==> config.mk <==
export PLATFORM = sky130hd
export DESIGN_NAME = serial_adder
export DESIGN_NICKNAME = d
export VERILOG_FILES = /design/src/rtl/serial_adder.sv
export SDC_FILE = /design/constraint.sdc
export NUM_CORES = 1
export LEC_CHECK = 0
export CAP_MARGIN = 5
export CORE_MARGIN = 8
export CORE_UTILIZATION = 31
export DETAILED_ROUTE_END_ITERATION = 7
export GPL_TIMING_DRIVEN = 0
export HOLD_SLACK_MARGIN = 0.15
export REMOVE_ABC_BUFFERS = 1
export SLEW_MARGIN = 5
export SYNTH_ARGS = -nofsm -noshare
export SYNTH_HDL_FRONTEND = slang
export SYNTH_SLANG_ARGS = --single-unit
==> constraint.sdc <==
create_clock -name clk -period 4.4 [get_ports clk]
set_input_delay 0.44 -clock clk [delete_from_list [all_inputs] [get_ports clk]]
set_output_delay 0.44 -clock clk [all_outputs]
set_load 0.005 [all_outputs]
==> src/rtl/serial_adder.sv <==
// Bit-serial adder/subtractor. One full-adder cell and a registered carry
// process the operands LSB first, one bit per clock. An operation is started
// with start and reported by a one-cycle done pulse, together with the sum,
// carry-out and signed overflow.
//
// Handshake: start is sampled only when the block is not busy (IDLE or
// DONE); an operation accepted at edge T0 produces done=1 in the cycle after
// edge T0+WIDTH, with Sum/Cout/Overflow valid in that same cycle. start
// while busy=1 is ignored.
module serial_adder #(
    parameter int WIDTH = 8
) (
    input  logic             clk,
    input  logic             rst_n,
    input  logic             start,
    input  logic             Mode,
    input  logic [WIDTH-1:0] A,
    input  logic [WIDTH-1:0] B,
    input  logic             Cin,
    output logic [WIDTH-1:0] Sum,
    output logic             Cout,
    output logic             Overflow,
    output logic             busy,
    output logic             done,
    output logic [1:0]       state_dbg
);

    localparam int CW = (WIDTH > 1) ? $clog2(WIDTH) : 1;
    localparam logic [CW-1:0] LAST_BIT = CW'(WIDTH - 1);

    typedef enum logic [1:0] {
        IDLE = 2'd0,
        RUN  = 2'd1,
        DONE = 2'd2
    } state_t;

    state_t          state;
    logic [CW-1:0]   cnt;
    logic [WIDTH-1:0] a_sr;
    logic [WIDTH-1:0] b_sr;
    logic [WIDTH-1:0] r_sr;
    logic            carry;

    logic            accept;
    logic            s_bit;
    logic            c_next;
    logic [WIDTH-1:0] r_next;

    // Full-adder cell on the operand LSBs, the accept decode, and the
    // result register as it will look after this edge's shift.
    always_comb begin
        accept = 1'b0;
        s_bit  = 1'b0;
        c_next = 1'b0;
        r_next = '0;
        accept = start && (state == IDLE || state == DONE);
        s_bit  = a_sr[0] ^ b_sr[0] ^ carry;
        c_next = (a_sr[0] & b_sr[0]) | (b_sr[0] & carry) | (carry & a_sr[0]);
        r_next = {s_bit, r_sr[WIDTH-1:1]};
    end

    // Control FSM and serial datapath. Subtract is folded into the operand
    // load (~B, carry=1), so Mode only matters on the accepting edge and
    // later changes to it cannot affect an operation in flight.
    always_ff @(posedge clk or negedge rst_n) begin
        if (!rst_n) begin
            state    <= IDLE;
            cnt      <= '0;
            a_sr     <= '0;
            b_sr     <= '0;
            r_sr     <= '0;
            carry    <= 1'b0;
            Sum      <= '0;
            Cout     <= 1'b0;
            Overflow <= 1'b0;
            busy     <= 1'b0;
            done     <= 1'b0;
        end else begin
            done <= 1'b0;
            case (state)
                IDLE, DONE: begin
                    if (accept) begin
                        a_sr  <= A;
                        b_sr  <= Mode ? ~B : B;
                        carry <= Mode ? 1'b1 : Cin;
                        cnt   <= '0;
                        state <= RUN;
                        busy  <= 1'b1;
                    end else begin
                        state <= IDLE;
                        busy  <= 1'b0;
                    end
                end
                RUN: begin
                    a_sr  <= a_sr >> 1;
                    b_sr  <= b_sr >> 1;
                    r_sr  <= r_next;
                    carry <= c_next;
                    cnt   <= cnt + 1'b1;
                    if (cnt == LAST_BIT) begin
                        // carry still holds the carry into the MSB here
                        Sum      <= r_next;
                        Cout     <= c_next;
                        Overflow <= carry ^ c_next;
                        state    <= DONE;
                        busy     <= 1'b0;
                        done     <= 1'b1;
                    end
                end
                default: begin
                    state <= IDLE;
                    busy  <= 1'b0;
                end
            endcase
        end
    end

    assign state_dbg = state;

endmodule

Yosys cells after proc, flatten, opt, wreduce, memory -nomap -nowiden
Cells that the tools add are included.
{"block": "totals", "reg_bits": 42, "latch_bits": 0, "mem_bits_rw": 0, "mem_bits_ro": 0, "in_bits": 21, "output_inout_bits": 14, "elab_cells": 51, "n_memories": 0}
{"block": "op_classes", "n_addsub": 1, "n_mul": 0, "div_mod_pow": 0, "order_cmp": 0, "eq_ne": 5, "shifts": 0, "n_mux": 18, "bitwise": 9, "n_reduce_logical": 7}
{"op": "$pmux 8 s2", "count": 2}
{"op": "$mux 8", "count": 3}
{"op": "$not 8->8", "count": 1}
{"op": "$mux 1", "count": 7}
{"op": "$pmux 3 s2", "count": 1}
{"op": "$ne 2x2->1 const B", "count": 2}
{"op": "$pmux 1 s2", "count": 2}
{"op": "$pmux 2 s2", "count": 1}
{"op": "$reduce_and 2->1", "count": 2}
{"op": "$add 3x1->3 const B", "count": 1}
{"op": "$and 1x1->1", "count": 3}
{"op": "$eq 3x3->1 const B", "count": 1}
{"op": "$mux 3", "count": 1}
{"op": "$xor 1x1->1", "count": 3}
{"op": "$eq 2x1->1 const B", "count": 1}
{"op": "$eq 2x2->1 const B", "count": 1}
{"op": "$logic_not 2->1", "count": 1}
{"op": "$mux 2", "count": 1}
{"op": "$or 1x1->1", "count": 2}
{"op": "$reduce_bool 2->1", "count": 1}
{"op": "$reduce_or 2->1", "count": 1}
{"op": "$logic_and 1x1->1", "count": 1}
{"op": "$logic_or 1x1->1", "count": 1}

Depth between registers and ports, before layout
{"block": "depth", "ltp_word": 5, "mapped_depth": 6, "ltp_nobuf": 5}

Least setup slack after synthesis
Ideal clock, no wire load.
{"block": "synth_path", "kind": "register to register", "start": "reg cnt[0]", "end": "reg Cout", "setup_ps": 125, "arrival_ps": 1454, "required_time_ps": 4275, "slack_ps": 2821, "stages_incl_launch_ff": 6, "path_buffers": 1, "synth_period_minus_slack_ps": 1579, "path_cell_list": "dfrtp_1 ha_1 ha_1 nand3b_1 buf_2 mux2_2"}
{"block": "synth_between", "elab_chain_cells": 2}
{"item": "start, declared", "line_no": "38", "source": "logic [CW-1:0] cnt;"}
{"item": "start signal, assigned", "line_no": "99", "source": "cnt <= cnt + 1'b1;"}
{"item": "$eq 3x3->1", "line_no": "100", "source": "if (cnt == LAST_BIT) begin"}
{"item": "$reduce_and 2->1 (no line)"}
{"item": "end signal, assigned", "line_no": "103", "source": "Cout <= c_next;"}
{"item": "end, declared", "line_no": "21", "source": "output logic Cout,"}
No other way between the ends.
A chain may end at the register's enable or synchronous reset.

Worst setup path after layout
{"block": "layout_path", "start": "in start", "end": "reg carry"}
{"block": "layout_between", "elab_chain_cells": 3}
{"item": "start, declared", "line_no": "15", "source": "input logic start,"}
{"item": "$logic_and 1x1->1", "line_no": "56", "source": "accept = start && (state == IDLE || state == DONE);"}
{"item": "$ne 2x2->1 (no line)"}
{"item": "$reduce_and 2->1 (no line)"}
{"item": "end signal, assigned", "line_no": "85", "source": "carry <= Mode ? 1'b1 : Cin;"}
{"item": "end signal, assigned", "line_no": "98", "source": "carry <= c_next;"}
{"item": "end, declared", "line_no": "42", "source": "logic carry;"}
No other way between the ends.

==> impl_metrics.yaml <==
outcome:
  status: "completed"
sta:
  timing.fmax_mhz: 492
  holdWs_ps: 269
  slew_violations: 0
  final_hold_viol_count: 0
  rsz0062_at_grt: "false"
  period_needed_ps: 2030
  period_share_pct: 46.2
  setup-violations-final: 0
  worst_pin_slew_ps: 886
  maxSlewHeadroom_pct: 41.0
  setup_tns_ps: 0
  clock_skew_ps: 5.05
cts:
  clk_pin_slew_worst_paths_ps: 70
  numClockSinks: 41
  cts_buffers: 5
  clockRootBuffer: "clkbuf_8"
  post_cts_resized: 0
  clockBufferDepth: 2
  cts_tree: "built"
  post_cts_buffers: 0
  cts_max_level: 2
  worst_skew_pair.late_latency_ps: 290
  holdBufCountCts: 0
power:
  combPwrFrac_pct: 36.3
  cell_internal_pwr_mw: 1.12
  peakVddDrop_v: 0.000220
  pwr-share-seq_pct: 41.5
  netSwitchingPower_mw: 0.477
  p_total_mw: 1.59
  pwr-share-clk_pct: 22.1
  powerDensity_nw_per_um2: 711
  p_sw_share_pct: 29.9
  p_leak_nw: 0.988
final_layout:
  multi_input_area_um2: 644
  nFillCells: 529
  drive_above_1_share_pct: 16.1
  fin_cells: 240
  nets: 191
  antenna_cells: 0
  regArea_um2: 1030
  syn_to_final_growth_pct: 28.3
yosys:
  yosysTopAreaCell: "dfrtp_1"
  synth_most_common_cell: "dfrtp_1"
  synthTopCellsByArea: "dfrtp_1 (59%), mux2_2 (10%), a221o_1 (4.6%), xnor2_1 (4.0%), a22oi_1 (3.0%)"
  synth_top_area_share_pct: 58.7
  ys_seq_area_share_pct: 58.7
  async_flop_share_pct: 100
  avgSynthCellArea_um2: 12.8
  synth.distinct_cells: 24
  syn_area_um2: 1750
  ys_seq_elements: 41
  yosys_most_used_dff: "dfrtp_1"
  synth_edf_count: 0
  syn_inst: 136
  synth.top_cells.by_count: "dfrtp_1 (41), mux2_2 (16), nor2_1 (9)"
  yosysWarnings: 0
placement:
  dpl.hpwl_um: 2380
  io_buffers: 34
  place.gp.congestion: 0.655
  post-place-cells: 232
route:
  drt-met1-wl_um: 1600
  route.detailed.drc: 0
  wl_met2_um: 1380
  post_drt_wl_per_cell_um: 13.9
  drtIter0Drc: 72
  avgViaCountPerCell: 4.73
  ant_nets: 0
  highest_layer: "met4"
  vias: 1135
  wl_met3_um: 301
  firstDrtPassIters: 4
  drt_wl_total_um: 3340
job:
  maxCapViolations: 0
global_routing:
  grt_pass1_vias: 1250
  grt_max_degree: 42
  grt_pass1_wl_um: 5930
  grt_antenna_before_repair: 0
  grt-ovfl-total: 0
  grt_use_total_pct: 8.75
floorplan:
  die_h_um: 91.1
  initial_core_util_pct: 31.9
  die_w_um: 91.1
  row_count: 27
  io_pins: 35
  core-area_um2: 5470
  die_area_um2: 8290
worst_setup_path:
  critPathArrivalTime_ps: 2210
  end_kind: "flop"
  required_ps: 4570
  startpoint_type: "input port"
  critPathMaxFanout: 12
  criticalPathCategory: "input port to flop"
worst_hold_path:
  hold_class: "input port to asynchronous set/reset pin"
## cell type report
cell class / instances / share of cell area (%)
Tap cell: 72 / 4.02
Inverter: 3 / 0.503
Multi-Input combinational cell: 82 / 28.8
Clock inverter: 3 / 2.90
Timing Repair Buffer: 34 / 15.0
Clock buffer: 5 / 3.07
Sequential cell: 41 / 45.8
## per-stage QoR
stage,setup slack [ps],util [%],cell area [um^2]
2_1_floorplan,2810,-,1680
3_3_place_gp,1990,38.6,2110
3_5_place_dp,2040,38.5,2110
4_1_cts,2390,40.9,2240
5_1_grt,2260,40.9,2240
6_report,2370,40.9,2240
## placed cells by master (no fill, tap or decap), types with 3 or more instances in the layout
cell type	instances
nor2_1	9
xnor2_1	8
a22o_1	4
inv_1	3
clkdlybuf4s50_1	33
nand3_1	8
a221o_1	8
nand2_1	8
clkbuf_8	5
mux2_2	16
dfrtp_1	41
a22oi_1	7
## registers in the layout, summed over array words and instances (netlist names)
name and flops:
Sum 8, busy 1, b_sr 8, Cout 1, done 1, a_sr 8
r_sr 7, cnt 3, Overflow 1, carry 1, state_dbg 2
## worst paths after layout
check,startpoint,slack (ps),endpoint,depth (start not counted)
worst min register to register,a_sr[5],500,a_sr[5],2
min in group clk,a_sr[5],500,a_sr[5],2
worst max register to register,state_dbg[0],2590,carry,3
worst max-delay path,start,2370,carry,4
worst min-delay path,rst_n,270,Sum[1],1
max in group asynchronous,rst_n,3580,a_sr[2],1
## critical path, stage by stage
cell and delay, ps:
clkdlybuf4s50_1 500, nor2b_1 660, nor2_2 250, a221o_1 350
## logic make-up (layout without fill, tap and decap cells)
logic type	count (synthesis)	in the layout	synth area share, %
compound gates	23	23	10.9
xor+xnor	9	9	4.51
fa+ha+maj	3	3	2.58
buf+inv	13	45	4.37
flops	41	41	58.7
mux	16	16	10.3
simple gates	31	31	8.60
## power by group through the flow
stage / logic [mW] / registers [mW] / clock network (mW)
floorplan: 0.362 / 0.648 / 0
global placement: 0.568 / 0.661 / 0
detailed placement: 0.592 / 0.670 / 0
CTS: 0.590 / 0.664 / 0.363
global route: 0.649 / 0.689 / 0.379
finish: 0.579 / 0.662 / 0.353
## per-layer routing
| metal | GRT usage, % | up-vias |
|---|---|---|
| li1 | - | 538 |
| met1 | 10.7 | 548 |
| met2 | 12.7 | 40 |
| met3 | 4.61 | 9 |
| met4 | 3.27 | 0 |
| met5 | 0 | - |
No activity file was read; power rests on OpenSTA's default activity.
